**src/rtl/song_sequencer.sv**
```systemverilog
// Song sequencer: walks a song's note ROM, holding each note for its beat
// duration, and reports completion to the menu controller.
module song_sequencer #(
    parameter int unsigned BASE_SHIFT = 8
) (
    input  logic       clk,
    input  logic       reset_n,
    input  logic       start,
    input  logic [1:0] song,
    input  logic       abort,
    input  logic       beat_tick,
    input  logic       pause,
    output logic [9:0] rom_addr,
    input  logic [7:0] rom_data,
    output logic [4:0] note,
    output logic       note_valid,
    output logic [8:0] note_count,
    output logic       busy,
    output logic       done
);

    typedef enum logic [2:0] {
        S_IDLE,
        S_FETCH,
        S_WAIT,
        S_PLAY,
        S_DONE
    } state_t;

    state_t      state_q;
    logic [1:0]  song_q;
    logic [7:0]  offset_q;
    logic [2:0]  beats_q;
    logic [9:0]  rom_addr_q;
    logic [4:0]  note_q;
    logic        note_valid_q;
    logic [8:0]  note_count_q;
    logic        busy_q;
    logic        done_q;

    logic [9:0]  addr_d;
    logic [8:0]  count_inc_d;

    assign addr_d      = ({8'b0, song_q} << BASE_SHIFT) + {2'b0, offset_q};
    assign count_inc_d = (note_count_q == '1) ? note_count_q : note_count_q + 9'd1;

    always_ff @(posedge clk or negedge reset_n) begin
        if (!reset_n) begin
            state_q      <= S_IDLE;
            song_q       <= '0;
            offset_q     <= '0;
            beats_q      <= '0;
            rom_addr_q   <= '0;
            note_q       <= '0;
            note_valid_q <= 1'b0;
            note_count_q <= '0;
            busy_q       <= 1'b0;
            done_q       <= 1'b0;
        end else begin
            done_q <= 1'b0;
            if (abort) begin
                // Abort outranks start, beat ticks and the end marker.
                state_q      <= S_IDLE;
                note_valid_q <= 1'b0;
                busy_q       <= 1'b0;
            end else begin
                case (state_q)
                    S_IDLE: begin
                        if (start) begin
                            song_q       <= song;
                            offset_q     <= '0;
                            note_count_q <= '0;
                            busy_q       <= 1'b1;
                            state_q      <= (song == 2'd3) ? S_DONE : S_FETCH;
                        end
                    end
                    S_FETCH: begin
                        rom_addr_q <= addr_d;
                        state_q    <= S_WAIT;
                    end
                    S_WAIT: begin
                        if (rom_data == 8'h00) begin
                            state_q <= S_DONE;
                        end else begin
                            note_q       <= rom_data[7:3];
                            beats_q      <= (rom_data[2:0] == 3'd0) ? 3'd1 : rom_data[2:0];
                            note_valid_q <= 1'b1;
                            state_q      <= S_PLAY;
                        end
                    end
                    S_PLAY: begin
                        // Paused ticks are dropped, not remembered.
                        if (beat_tick && !pause) begin
                            if (beats_q == 3'd1) begin
                                note_valid_q <= 1'b0;
                                note_count_q <= count_inc_d;
                                if (offset_q == 8'hFF) begin
                                    state_q <= S_DONE;
                                end else begin
                                    offset_q <= offset_q + 8'd1;
                                    state_q  <= S_FETCH;
                                end
                            end else begin
                                beats_q <= beats_q - 3'd1;
                            end
                        end
                    end
                    S_DONE: begin
                        done_q  <= 1'b1;
                        busy_q  <= 1'b0;
                        state_q <= S_IDLE;
                    end
                    default: begin
                        busy_q  <= 1'b0;
                        state_q <= S_IDLE;
                    end
                endcase
            end
        end
    end

    assign rom_addr   = rom_addr_q;
    assign note       = note_q;
    assign note_valid = note_valid_q;
    assign note_count = note_count_q;
    assign busy       = busy_q;
    assign done       = done_q;

endmodule

```
**config.mk**
```make
export PLATFORM = sky130hd
export DESIGN_NAME = song_sequencer
export DESIGN_NICKNAME = d
export VERILOG_FILES = /design/src/rtl/song_sequencer.sv
export SDC_FILE = /design/constraint.sdc
export NUM_CORES = 1
export LEC_CHECK = 0
export CORE_MARGIN = 1.5
export CORE_UTILIZATION = 47
export DETAILED_ROUTE_END_ITERATION = 6
export GPL_ROUTABILITY_DRIVEN = 0
export PLACE_DENSITY = 0.76
export SETUP_SLACK_MARGIN = 0.02
export SLEW_MARGIN = 5
export SYNTH_ARGS = -nofsm -noshare
export SYNTH_HDL_FRONTEND = slang
export SYNTH_SLANG_ARGS = --single-unit
```
**constraint.sdc**
```tcl
create_clock -name clk -period 1.9 [get_ports clk]
set_clock_uncertainty 0.15 [all_clocks]
set_input_delay 0.38 -clock clk [delete_from_list [all_inputs] [get_ports clk]]
set_output_delay 0.38 -clock clk [all_outputs]
set_load 0.01 [all_outputs]
```
==> impl_summary.md <==
Die
The starting density of the core is 49.9%. The die area is 5170 um2. The die boundary height is 71.9 um. The chip width is 71.9 um.

The site row count is 24. The core region is ~4500 um2. The number of top-level pins is 43.

CTS
The tree is rooted in a sky130_fd_sc_hd__clkbuf_8. The maximum clock path buffer count is 2. At the later pin of the worst-skew pair, clock insertion delay measures 0.29 ns.

CTS saw 43 sinks. TritonCTS created 5 clock buffers. The clock transition at the registers of the reported paths is 0.08 ns.

TritonCTS built the clock tree. The H-tree generated during clock tree synthesis spans 2 levels.

Timing
The number of hold violations in the final report is 0. The share of the clock period used by the worst path after layout is 104%. Once routing completed, OpenROAD measured the worst setup slack at -0.0764 ns.

The worst hold margin is around 0.24 ns. The post-layout minimum cycle time is 1.98 ns. Setup violations remaining at the end of the flow were counted as 7. Setup repair after global routing could not meet its margin everywhere.

At the pin with the least slew margin, the transition time is 0.524 ns. In the final timing run, aggregate negative setup slack is -0.243 ns. Headroom to the max-slew limit came out at 65.0%. The count of final max-slew check failures is 0. Derived from the worst setup path, the maximum achievable clock frequency is 506 MHz.

Routing
The final routed wire length divided by cell count is 16.2 um. The number of vias after detailed routing is 2170. Summed over all layers, the routed wires come to roughly 6.0 mm. The mean number of vias per cell is 5.90.

The detail route stage leaves a number of antenna-violating nets equal to 0. For this run, design rule violations remaining after detail routing come to 0. The first routing iteration left 140 violations. The number of detailed-routing iterations run before antenna repair is 4.

Yosys
Synthesis handed over a netlist of about 220 instances. In the synthesized netlist the async set-or-reset flop fraction comes to 100%. By area, the combinational part of the netlist is dominated by simple AND/OR/NAND/NOR gates. After synthesis, the share of cell area in mux cells is 8.68%.

The most common flop cell mapped by yosys is sky130_fd_sc_hd__dfrtp_1. After synthesis, the mean cell area works out to approximately 10 um2. The post-synthesis sequential area ratio is 48.2%.

Of the total synthesized cell area, the portion taken by full adders, half adders and majority gates is 2.80%. The post-synthesis xor/xnor area fraction is 0%. The synthesized-area fraction occupied by ao, oa, aoi and oai cells is 16.8%. The netlist uses 48 different library cells. Synthesis inferred 43 register bits. In this run, synthesis inferred 0 flip-flops with an integrated enable. The total standard cell area after synthesis is 2230 um2.

Summing the areas of all and, or, nand and nor instances in the mapped netlist gives roughly a fifth of the synthesized area. During synthesis, Yosys emitted a total of 0 warnings. The net count after synthesis is between 200 and 250.

Placement
The half-perimeter wire length of the detailed placement result is 3.95 mm. Buffers placed on the I/O ports in this run total 42. Prior to clock tree synthesis, the placed netlist has a worst setup slack of -0.460 ns.

Final layout
Leaving out fill and tap cells, the most frequent cell in the layout is sky130_fd_sc_hd__buf_4. Leaving out fill and tap cells, the most frequent cells in the layout are 52 x sky130_fd_sc_hd__buf_4, 43 x sky130_fd_sc_hd__dfrtp_1, 33 x sky130_fd_sc_hd__clkdlybuf4s50_1. The layout filler cell count is 285. The number of antenna diodes is 0. The final net count is 336. Compared with the post-synthesis result, the final layout area differs by 54.9%. The proportion of layout cells with a drive suffix above 1 is 36.4%.

GRT
The first-pass GRT wire length is 9.42 mm. The initial antenna violation count is 0. The all-layer global routing usage is a little under a quarter. The pin count of the biggest net entering global routing is 24. The via count of the first global-routing pass is 2108. After global routing the overflow that remains totals 0.

Power
The maximum ir drop on the vdd rail is 0.612 mV. Dividing total power by cell area gives a power density of 903 nW/um2. The post-route total power is 0.00313 W. In this run the static leakage power is 1.62 nW.

Worst setup path
The critical path in this run is classified as reg -> reg. The data required time at the worst endpoint is 1.97 ns. The worst setup path is captured at a register.

The endpoint arrival time on the critical path is 2.04 ns. STA classifies the critical path startpoint as a register. Of all nets on the critical path, the largest fanout is 5.

Run status
The checks that failed: negative setup slack. The flow ran to the end, but the final reports show violations.

Worst hold path
The tightest min-delay check is of the in -> reg type.

Flow run
The tool flagged a number of max-cap violations equal to 0.
## layer usage
metal  share of wire, %  wire length [um]  vias to the layer above  track usage [%]
met1                 43              2590                     1058             30.5
met5                  0                 0                        -                0
met2                 49              2950                       91             36.8
met4                2.3               135                        0             9.43
met3                5.0               300                       13             4.03
li1                   -                 -                     1008                -
## kinds of logic after synthesis
group / count (synthesis)
fa+ha+maj: 5
buf+inv: 17
compound gates: 53
simple gates: 80
mux: 17
flops: 43
## registers in the layout, summed over array words and instances, names as in the netlist
register,cells
rom_addr,10
note_count,9
offset_q,8
note,5
beats_q,3
state_q,3
song_q,2
busy,1
done,1
note_valid,1
## synthesized netlist by cell type (2+ instances only)
cell,instances,area share (%)
sky130_fd_sc_hd__o22ai_1,3,0.84
sky130_fd_sc_hd__nand2_1,23,3.9
sky130_fd_sc_hd__nor3b_1,3,1.0
sky130_fd_sc_hd__a21oi_1,10,2.2
sky130_fd_sc_hd__o31ai_1,3,1.0
sky130_fd_sc_hd__ha_1,5,2.8
sky130_fd_sc_hd__and2_1,2,0.56
sky130_fd_sc_hd__o21ai_0,11,2.5
sky130_fd_sc_hd__mux2_2,15,7.6
sky130_fd_sc_hd__or3_1,5,1.4
sky130_fd_sc_hd__nor4_1,4,1.1
sky130_fd_sc_hd__a21o_1,4,1.3
sky130_fd_sc_hd__and3_1,4,1.1
sky130_fd_sc_hd__nand4b_1,2,0.78
sky130_fd_sc_hd__nand4_1,4,1.1
sky130_fd_sc_hd__nor2_1,8,1.3
sky130_fd_sc_hd__inv_1,7,1.2
sky130_fd_sc_hd__nand3_1,8,1.8
sky130_fd_sc_hd__clkbuf_1,7,1.2
sky130_fd_sc_hd__nor2_2,2,0.56
sky130_fd_sc_hd__or4b_1,2,0.90
sky130_fd_sc_hd__a31oi_1,10,2.8
sky130_fd_sc_hd__dfrtp_1,43,48
sky130_fd_sc_hd__o211ai_1,2,0.67
sky130_fd_sc_hd__or4_1,4,1.3
sky130_fd_sc_hd__nor3_1,2,0.45
## per-stage QoR
stage | utilization [%] | area [um2] | instances
after floorplan | - | 2250 | 215
after global placement | 69.0 | 3090 | 349
after detailed placement | 69.0 | 3090 | 349
after CTS | 73.9 | 3300 | 362
after global routing | 77.3 | 3460 | 368
final | 77.3 | 3460 | 368
## worst max-delay path: stages (launching register included)
cell	delay, ns
sky130_fd_sc_hd__dfrtp_1	0.39
sky130_fd_sc_hd__ha_2	0.21
sky130_fd_sc_hd__nand3_2	0.07
sky130_fd_sc_hd__nor2_2	0.04
sky130_fd_sc_hd__ha_2	0.17
sky130_fd_sc_hd__inv_2	0.07
sky130_fd_sc_hd__a32oi_4	0.13
sky130_fd_sc_hd__or4_1	0.52
sky130_fd_sc_hd__a21oi_1	0.16
## final timing paths
| kind | slack [ns] | depth (start not counted) | endpoint | from |
|---|---|---|---|---|
| max in group asynchronous | 0.66 | 3 | offset_q[6] | reset_n |
| worst max register to register | -0.08 | 8 | note_count[7] | note_count[0] |
| worst min register to register | 0.32 | 2 | song_q[0] | song_q[0] |
| min in group asynchronous | 0.44 | 2 | beats_q[0] | reset_n |
| worst min-delay path | 0.24 | 2 | note[3] | rom_data[6] |
| worst max-delay path | -0.08 | 8 | note_count[7] | note_count[0] |
## cell type report
class / instances / area, um2 / share of cell area [%]
multi-input cells: 155 / 1210 / 35.0
flip-flops and latches: 43 / 1080 / 31.1
repair buffers: 103 / 948 / 27.4
clock buffers: 6 / 72.6 / 2.10
well taps: 52 / 65.1 / 1.88
clock inverters: 2 / 60.1 / 1.74
inverters: 7 / 26.3 / 0.759
## report_power, final
group | internal [W] | switching (W) | leakage (nW)
Combinational | 0.000635 | 0.000481 | 0.984
Clock | 0.000525 | 0.000312 | 0.0654
Sequential | 0.00107 | 0.000103 | 0.575
## repair_timing
action,CTS,global route
buffers inserted,4,7
endpoints found under the setup margin,17,22
pin swaps,6,16
resized for setup,13,29
hold buffers,1,0
hold endpoints to repair,20,0
Power figures use the tool's default switching activity.
